--- src/rtl/axil_pkg.sv ---
// -----------------------------------------------------------------------------
// axil_pkg
// Shared AXI4-Lite definitions for the block reader: response codes, the
// reader state encoding and the register-address helper.
// -----------------------------------------------------------------------------
package axil_pkg;

  localparam logic [1:0] RESP_OKAY   = 2'b00;
  localparam logic [1:0] RESP_SLVERR = 2'b10;
  localparam logic [1:0] RESP_DECERR = 2'b11;

  typedef enum logic [1:0] {
    IDLE,
    ADDR,
    DATA,
    COMMIT
  } state_t;

  // Byte address of 32-bit register 'idx' counted from 'base'.
  function automatic logic [31:0] word_addr(input logic [31:0] base, input logic [5:0] idx);
    return base + {24'd0, idx, 2'b00};
  endfunction

endpackage

--- src/rtl/axil_block_reader_if.sv ---
// -----------------------------------------------------------------------------
// axil_block_reader_if
// Read-only AXI4-Lite channel bundle (AR + R) used by the block reader.
//   master : drives ARADDR/ARVALID/ARPROT/RREADY, receives ARREADY/RDATA/RRESP/RVALID
//   slave  : the mirror image, for a slave model or interconnect port
// -----------------------------------------------------------------------------
interface axil_block_reader_if;

  logic [31:0] M_AXI_ARADDR;
  logic        M_AXI_ARVALID;
  logic [2:0]  M_AXI_ARPROT;
  logic        M_AXI_ARREADY;
  logic [31:0] M_AXI_RDATA;
  logic [1:0]  M_AXI_RRESP;
  logic        M_AXI_RVALID;
  logic        M_AXI_RREADY;

  modport master (
    output M_AXI_ARADDR, M_AXI_ARVALID, M_AXI_ARPROT, M_AXI_RREADY,
    input  M_AXI_ARREADY, M_AXI_RDATA, M_AXI_RRESP, M_AXI_RVALID
  );

  modport slave (
    input  M_AXI_ARADDR, M_AXI_ARVALID, M_AXI_ARPROT, M_AXI_RREADY,
    output M_AXI_ARREADY, M_AXI_RDATA, M_AXI_RRESP, M_AXI_RVALID
  );

endinterface

--- src/rtl/axil_poll_timer.sv ---
// -----------------------------------------------------------------------------
// axil_poll_timer
// Free-running counter that raises 'tick' for one cycle every CYCLES cycles.
//   clk    : clock
//   resetn : asynchronous active-low reset
//   tick   : one-cycle pulse, period CYCLES
// -----------------------------------------------------------------------------
module axil_poll_timer #(
  parameter int unsigned CYCLES = 100
) (
  input  logic clk,
  input  logic resetn,
  output logic tick
);

  localparam int unsigned     CW   = (CYCLES > 1) ? $clog2(CYCLES) : 1;
  localparam logic [CW-1:0]   LAST = CW'(CYCLES - 1);

  logic [CW-1:0] cnt_q, cnt_d;

  // NOTE: combinational blocks assign every output on every path (default
  // first), otherwise synthesis infers a latch.
  always_comb begin
    cnt_d = cnt_q + CW'(1);
    if (cnt_q == LAST) cnt_d = '0;
  end

  // NOTE: state registers use non-blocking assignment so every flop samples
  // the pre-edge values regardless of block ordering.
  always_ff @(posedge clk or negedge resetn) begin
    if (!resetn) cnt_q <= '0;
    else         cnt_q <= cnt_d;
  end

  assign tick = (cnt_q == LAST);

endmodule

--- src/rtl/axil_block_reader.sv ---
// -----------------------------------------------------------------------------
// axil_block_reader
// AXI4-Lite read master that fetches WORDS consecutive 32-bit registers from
// BASE_ADDR and publishes them as one coherent snapshot. The first register
// read lands in the most-significant 32 bits of rd_data.
//
// Ports:
//   clk, resetn : clock, asynchronous active-low reset
//   start       : one-cycle read request (ignored while busy)
//   busy        : block transfer in progress (ADDR/DATA/COMMIT)
//   done        : one-cycle pulse, snapshot committed this cycle
//   resp_err    : last block saw at least one non-OKAY RRESP
//   err_index   : index of the first failing word in the last block
//   rd_data     : committed snapshot, 32*WORDS bits
//   m_axi       : AR/R channels (master modport)
//
// Build option: define AXIL_BLOCK_READER_POLL_EN to add an internal timer that
// requests a block every POLL_CYCLES cycles in addition to 'start'.
// -----------------------------------------------------------------------------
module axil_block_reader
  import axil_pkg::*;
#(
  parameter logic [31:0] BASE_ADDR   = 32'h0000_0040,
  parameter int unsigned WORDS       = 16,
  parameter int unsigned POLL_CYCLES = 100_000_000
) (
  input  logic                  clk,
  input  logic                  resetn,
  input  logic                  start,
  output logic                  busy,
  output logic                  done,
  output logic                  resp_err,
  output logic [5:0]            err_index,
  output logic [32*WORDS-1:0]   rd_data,
  axil_block_reader_if.master   m_axi
);

  localparam logic [5:0]  LAST_IDX = 6'(WORDS - 1);
  localparam int unsigned IW       = (WORDS > 1) ? $clog2(WORDS) : 1;

  logic start_req;

`ifdef AXIL_BLOCK_READER_POLL_EN
  logic poll_tick;

  axil_poll_timer #(.CYCLES(POLL_CYCLES)) u_poll_timer (
    .clk    (clk),
    .resetn (resetn),
    .tick   (poll_tick)
  );

  // A tick that lands while a block is in flight is simply not seen by IDLE.
  assign start_req = start | poll_tick;
`else
  logic unused_poll_cycles;
  assign unused_poll_cycles = ^POLL_CYCLES;
  assign start_req          = start;
`endif

  state_t                   state_q, state_d;
  logic [5:0]               index_q, index_d;
  logic [31:0]              araddr_q, araddr_d;
  logic                     arvalid_q, arvalid_d;
  logic                     rready_q, rready_d;
  logic                     busy_q, busy_d;
  logic                     done_q, done_d;
  logic                     resp_err_q, resp_err_d;
  logic [5:0]               err_index_q, err_index_d;
  logic [32*WORDS-1:0]      rd_data_q, rd_data_d;
  logic                     sh_err_q, sh_err_d;
  logic [5:0]               sh_idx_q, sh_idx_d;
  logic [WORDS-1:0][31:0]   shadow_q, shadow_d;
  logic [IW-1:0]            slot;

  always_comb begin
    state_d     = state_q;
    index_d     = index_q;
    araddr_d    = araddr_q;
    arvalid_d   = arvalid_q;
    rready_d    = rready_q;
    busy_d      = busy_q;
    done_d      = 1'b0;
    resp_err_d  = resp_err_q;
    err_index_d = err_index_q;
    rd_data_d   = rd_data_q;
    sh_err_d    = sh_err_q;
    sh_idx_d    = sh_idx_q;
    shadow_d    = shadow_q;
    // Word 0 goes to the top slot so the snapshot reads MSB-first.
    slot        = IW'(LAST_IDX - index_q);

    case (state_q)
      IDLE: begin
        if (start_req) begin
          index_d   = '0;
          sh_err_d  = 1'b0;
          sh_idx_d  = '0;
          araddr_d  = BASE_ADDR;
          arvalid_d = 1'b1;
          busy_d    = 1'b1;
          state_d   = ADDR;
        end
      end
      ADDR: begin
        if (m_axi.M_AXI_ARREADY) begin
          arvalid_d = 1'b0;
          rready_d  = 1'b1;
          state_d   = DATA;
        end
      end
      DATA: begin
        if (m_axi.M_AXI_RVALID) begin
          rready_d       = 1'b0;
          shadow_d[slot] = m_axi.M_AXI_RDATA;
          if (m_axi.M_AXI_RRESP != RESP_OKAY && !sh_err_q) begin
            sh_err_d = 1'b1;
            sh_idx_d = index_q;
          end
          if (index_q == LAST_IDX) begin
            // Published on entry so rd_data and done are both valid in COMMIT.
            rd_data_d   = shadow_d;
            resp_err_d  = sh_err_d;
            err_index_d = sh_idx_d;
            done_d      = 1'b1;
            state_d     = COMMIT;
          end else begin
            index_d   = index_q + 6'd1;
            araddr_d  = word_addr(BASE_ADDR, index_d);
            arvalid_d = 1'b1;
            state_d   = ADDR;
          end
        end
      end
      COMMIT: begin
        busy_d  = 1'b0;
        state_d = IDLE;
      end
      default: state_d = IDLE;
    endcase
  end

  always_ff @(posedge clk or negedge resetn) begin
    if (!resetn) begin
      state_q     <= IDLE;
      index_q     <= '0;
      araddr_q    <= '0;
      arvalid_q   <= 1'b0;
      rready_q    <= 1'b0;
      busy_q      <= 1'b0;
      done_q      <= 1'b0;
      resp_err_q  <= 1'b0;
      err_index_q <= '0;
      rd_data_q   <= '0;
      sh_err_q    <= 1'b0;
      sh_idx_q    <= '0;
    end else begin
      state_q     <= state_d;
      index_q     <= index_d;
      araddr_q    <= araddr_d;
      arvalid_q   <= arvalid_d;
      rready_q    <= rready_d;
      busy_q      <= busy_d;
      done_q      <= done_d;
      resp_err_q  <= resp_err_d;
      err_index_q <= err_index_d;
      rd_data_q   <= rd_data_d;
      sh_err_q    <= sh_err_d;
      sh_idx_q    <= sh_idx_d;
    end
  end

  // NOTE: the shadow buffer has no reset: every slot is rewritten before it
  // can reach rd_data, so a reset would only cost routing and flop area.
  always_ff @(posedge clk) begin
    shadow_q <= shadow_d;
  end

  assign busy                = busy_q;
  assign done                = done_q;
  assign resp_err            = resp_err_q;
  assign err_index           = err_index_q;
  assign rd_data             = rd_data_q;
  assign m_axi.M_AXI_ARADDR  = araddr_q;
  assign m_axi.M_AXI_ARVALID = arvalid_q;
  assign m_axi.M_AXI_ARPROT  = 3'b000;
  assign m_axi.M_AXI_RREADY  = rready_q;

endmodule

--- src/flat_wrapper.sv ---
// flat-port wrapper written by rule: the top's interface ports become plain ports
module axil_block_reader_flat import axil_pkg::*;
#(
  parameter logic [31:0] BASE_ADDR   = 32'h0000_0040,
  parameter int unsigned WORDS       = 16,
  parameter int unsigned POLL_CYCLES = 100_000_000
)
  (clk, resetn, start, busy, done, resp_err, err_index, rd_data, m_axi_M_AXI_ARADDR, m_axi_M_AXI_ARVALID, m_axi_M_AXI_ARPROT, m_axi_M_AXI_RREADY, m_axi_M_AXI_ARREADY, m_axi_M_AXI_RDATA, m_axi_M_AXI_RRESP, m_axi_M_AXI_RVALID);
  axil_block_reader_if m_axi_i ();
  input  logic clk;
  input  logic resetn;
  input  logic start;
  output logic busy;
  output logic done;
  output logic resp_err;
  output logic [5:0] err_index;
  output logic [32*WORDS-1:0] rd_data;
  output wire logic [$bits(m_axi_i.M_AXI_ARADDR)-1:0] m_axi_M_AXI_ARADDR;
  output wire logic [$bits(m_axi_i.M_AXI_ARVALID)-1:0] m_axi_M_AXI_ARVALID;
  output wire logic [$bits(m_axi_i.M_AXI_ARPROT)-1:0] m_axi_M_AXI_ARPROT;
  output wire logic [$bits(m_axi_i.M_AXI_RREADY)-1:0] m_axi_M_AXI_RREADY;
  input wire logic [$bits(m_axi_i.M_AXI_ARREADY)-1:0] m_axi_M_AXI_ARREADY;
  input wire logic [$bits(m_axi_i.M_AXI_RDATA)-1:0] m_axi_M_AXI_RDATA;
  input wire logic [$bits(m_axi_i.M_AXI_RRESP)-1:0] m_axi_M_AXI_RRESP;
  input wire logic [$bits(m_axi_i.M_AXI_RVALID)-1:0] m_axi_M_AXI_RVALID;
  assign m_axi_M_AXI_ARADDR = m_axi_i.M_AXI_ARADDR;
  assign m_axi_M_AXI_ARVALID = m_axi_i.M_AXI_ARVALID;
  assign m_axi_M_AXI_ARPROT = m_axi_i.M_AXI_ARPROT;
  assign m_axi_M_AXI_RREADY = m_axi_i.M_AXI_RREADY;
  assign m_axi_i.M_AXI_ARREADY = m_axi_M_AXI_ARREADY;
  assign m_axi_i.M_AXI_RDATA = m_axi_M_AXI_RDATA;
  assign m_axi_i.M_AXI_RRESP = m_axi_M_AXI_RRESP;
  assign m_axi_i.M_AXI_RVALID = m_axi_M_AXI_RVALID;
  axil_block_reader #(.BASE_ADDR(BASE_ADDR), .WORDS(WORDS), .POLL_CYCLES(POLL_CYCLES)) u_core (.clk(clk), .resetn(resetn), .start(start), .busy(busy), .done(done), .resp_err(resp_err), .err_index(err_index), .rd_data(rd_data), .m_axi(m_axi_i));
endmodule
--- config.mk ---
export PLATFORM = sky130hd
export DESIGN_NAME = axil_block_reader_flat
export DESIGN_NICKNAME = d
export VERILOG_FILES = /design/src/rtl/axil_pkg.sv /design/src/rtl/axil_block_reader_if.sv /design/src/rtl/axil_poll_timer.sv /design/src/rtl/axil_block_reader.sv /design/src/flat_wrapper.sv
export SDC_FILE = /design/constraint.sdc
export NUM_CORES = 1
export LEC_CHECK = 0
export ABC_AREA = 1
export CORE_UTILIZATION = 49
export CTS_CLUSTER_SIZE = 8
export DETAILED_ROUTE_END_ITERATION = 10
export GPL_TIMING_DRIVEN = 0
export PLACE_DENSITY = 0.76
export RECOVER_POWER = 25
export SKIP_LAST_GASP = 1
export SYNTH_ARGS = -nofsm -noshare
export SYNTH_HDL_FRONTEND = slang
export SYNTH_HIERARCHICAL = 1
export SYNTH_SLANG_ARGS = --single-unit
--- constraint.sdc ---
create_clock -name clk -period 12 [get_ports clk]
set_input_delay 3 -clock clk [delete_from_list [all_inputs] [get_ports clk]]
set_output_delay 3 -clock clk [all_outputs]
set_load 0.02 [all_outputs]
==> flow_summary_export.csv <==
group,metric,value,unit
clock_tree,cts-root-buf,"clkbuf_16",
placed_design,hpwl,94600,um
logic_synthesis,synth_async_sr_flop_share,51.4,%
logic_synthesis,synthDistinctLibCells,21,
logic_synthesis,synth-warning-count,6,
logic_synthesis,synth_common_cells,"nand2_1 (2133), dfrtp_1 (541), o21ai_0 (527)",
critical_path,critical_path_required,12.74,ns
logic_synthesis,synth-edff-count,512,
clock_tree,numCtsBuffers,150,
timing,setup_violations,0,
die,die_x,293,um
critical_path,arrival,6.63,ns
status,status,"finished, violations left",
clock_tree,path_clk_slew,0.05,ns
detailed_routing,dr.pass1.iters,6,
finish,layout-drive-gt1-share,6.99,%
timing,slew_headroom,-92.9,%
detailed_routing,wirelength,138000,um
logic_synthesis,synthCells,4087,
finish,nFillCells,6495,
pwr,power.leakage,0.0239,uW
flow_run,maxCapViolCount,2,
detailed_routing,viasPerCell,5.47,
timing,finalCriticalPeriod,5.88,ns
grt,grt_pass1_vias,32484,
logic_synthesis,ys.flop_type,"dfrtp_1",
clock_tree,cts_tree,"built",
placed_design,gp_congestion,0.881,
detailed_routing,detail-route-antenna-nets,0,
pwr,ir_worst_vdd,121,uV
worst_hold_path,hold_class,"reg2reg",
logic_synthesis,synth_top_area_share,37.2,%
status,violations,"max-capacitance violations, max-slew violations",
logic_synthesis,synth_top_area_cell,"edfxtp_1",
timing,fin_skew,0.0441,ns
grt,grt_pass1_wl,203000,um
clock_tree,cts_buffer_depth,3,
die,ioPinCount,597,
timing,grt_setup_unrepaired,"no",
logic_synthesis,synth.most_common_cell,"nand2_1",
die,fp.coreArea,0.0836,mm^2
die,core.rowCount,106,
logic_synthesis,seq_area_frac_synth,69.9,%
clock_tree,htreeDepth,4,
grt,grt_max_degree,111,
die,initial_core_util,49.5,%
critical_path,critPathMaxFanout,110,
timing,slew_violations,56,
die,die-area,0.0856,mm^2
grt,antenna_found_initial,3,
detailed_routing,drtIter0Drc,3574,
clock_tree,hold_buffers,0,
clock_tree,cts_setup_buffers,0,
pwr,power.density,186,mW/mm^2
logic_synthesis,syn_area,0.0414,mm^2
placed_design,port_buffers,568,
logic_synthesis,netlist_top_cells_area,"edfxtp_1 (37%), dfrtp_1 (33%), nand2_1 (19%), o21ai_0 (6.4%), buf_2 (1.6%)",
logic_synthesis,ys_seq_elements,1053,
clock_tree,clkLatencyLatePin,0.73,ns
detailed_routing,num_vias,33131,
clock_tree,cts.repair.resized,0,
logic_synthesis,syn_area_per_cell,10.1,um^2
finish,nets,4897,
critical_path,end_kind,"async pin",
critical_path,worstSetupPathType,"in2async",
clock_tree,cts_sinks,1053,
grt,grt_usage,32.2,%
timing,hold_viol_final,0,
die,die_y,293,um
timing,fin_crit_sh,49.0,%
finish,fin_util,63.9,%
timing,holdWs,0.465,ns
detailed_routing,drc,0,
timing,fmax,0.170,GHz
timing,worstMarginPinSlew,2.89,ns
finish,area_growth,29.2,%
grt,overflow,0,
timing,finalSetupTns,0,ns
detailed_routing,avgRoutedWirePerCell,22.8,um
critical_path,cp-start-kind,"primary input",
-- stage by stage --
step	total power [uW]	instances	area (um^2)	setup WS (ns)
floorplan	5420	4114	41500	0.557
global placement	6040	5762	48500	-17.10
detailed placement	5970	5781	48900	5.88
CTS	9960	6056	53500	6.66
global route	10300	6056	53400	5.53
finish	9930	6059	53400	6.12
-- cells in the final DEF (no fill, tap or decap) --
cell type	synthesis	final
nand3_2	1	1
a31oi_1	1	1
conb_1	1	28
nor2_1	7	8
nand3_1	22	22
clkdlybuf4s50_1	0	533
dfrtp_1	541	541
clkbuf_16	0	151
inv_6	0	3
inv_1	47	47
buf_16	0	6
edfxtp_1	512	512
inv_2	2	1
clkinv_1	2	2
clkinv_2	0	1
inv_16	0	1
nor3_1	1	1
buf_2	130	120
clkinv_8	0	2
clkbuf_1	112	232
clkinv_4	0	1
diode_2	0	3
o22ai_1	1	1
o21ai_0	527	527
nand2_1	2133	2133
dlygate4sd3_1	0	34
clkinvlp_4	0	1
ha_1	5	5
buf_4	38	37
nor2_4	2	1
clkinv_16	0	8
nor2_2	1	1
buf_12	0	13
nand3b_1	1	1
-- final timing paths --
kind | startpoint | endpoint | slack (ns) | depth (start not counted)
min in group asynchronous | resetn | u_core/rd_data[75]$_DFFE_PN0P_ | 3.21 | 1
max in group clk | m_axi_M_AXI_RVALID | u_core/rd_data[476]$_DFFE_PN0P_ | 6.40 | 8
worst min register to register | u_core/rd_data[413]$_DFFE_PN0P_ | u_core/rd_data[413]$_DFFE_PN0P_ | 0.46 | 2
worst max-delay path | resetn | u_core/rd_data[332]$_DFFE_PN0P_ | 6.12 | 4
worst max register to register | u_core/index_q[0]$_DFFE_PN0P_ | u_core/rd_data[476]$_DFFE_PN0P_ | 8.08 | 11
worst min-delay path | u_core/rd_data[413]$_DFFE_PN0P_ | u_core/rd_data[413]$_DFFE_PN0P_ | 0.46 | 2
-- routing by layer --
metal | wire (um) | vias up | part of all wire [%] | track usage (%)
li1 | - | 14766 | - | -
met1 | 51000 | 16160 | 37 | 40.5
met2 | 66000 | 1877 | 48 | 51.9
met3 | 14700 | 328 | 11 | 8.35
met4 | 6610 | 0 | 4.8 | 15.8
met5 | 0 | - | 0 | 0
-- area by class of cell --
cell class	instances	area, um^2	area share (%)
Inverter	51	195	0.365
Tap cell	1080	1350	2.53
Clock buffer	259	4180	7.83
Antenna cell	3	7.51	0.0140
Multi-Input combinational cell	2730	11000	20.6
Timing Repair Buffer	587	6100	11.4
Sequential cell	1053	28900	54.1
Buffer	280	1340	2.51
Clock inverter	16	333	0.623
-- sequential cells by signal, indices dropped and copies added (netlist names) --
name,flops
u_core/index_q,6
u_core/err_index,6
u_core/state_q,2
u_core/busy,1
u_core/resp_err,1
u_core/m_axi.M_AXI_RREADY,1
u_core/m_axi.M_AXI_ARVALID,1
u_core/sh_idx_q,6
u_core/m_axi.M_AXI_ARADDR,3
u_core/rd_data,512
u_core/done,1
u_core/shadow_q,512
u_core/sh_err_q,1
-- logic make-up after synthesis --
logic type               share of synthesized area [%]
AND/OR/NAND/NOR                                   19.8
buffers and inverters                             3.74
flip-flops                                        69.9
other                                          0.00906
adder cells (fa/ha/maj)                          0.151
AO/OA/AOI/OAI                                     6.41
-- where the power goes --
group | leakage [uW] | switching (uW) | internal, uW
sequential | 0.0110 | 158 | 4370
combinational | 0.0107 | 971 | 433
clock | 0.00212 | 1610 | 2380
total | 0.0239 | 2740 | 7190
-- worst max-delay path: stages --
cell and delay (ns):
clkbuf_1 2.01, buf_16 0.45, buf_16 0.43, buf_16 0.40
Note: power is estimated with default switching activity, not from simulation.
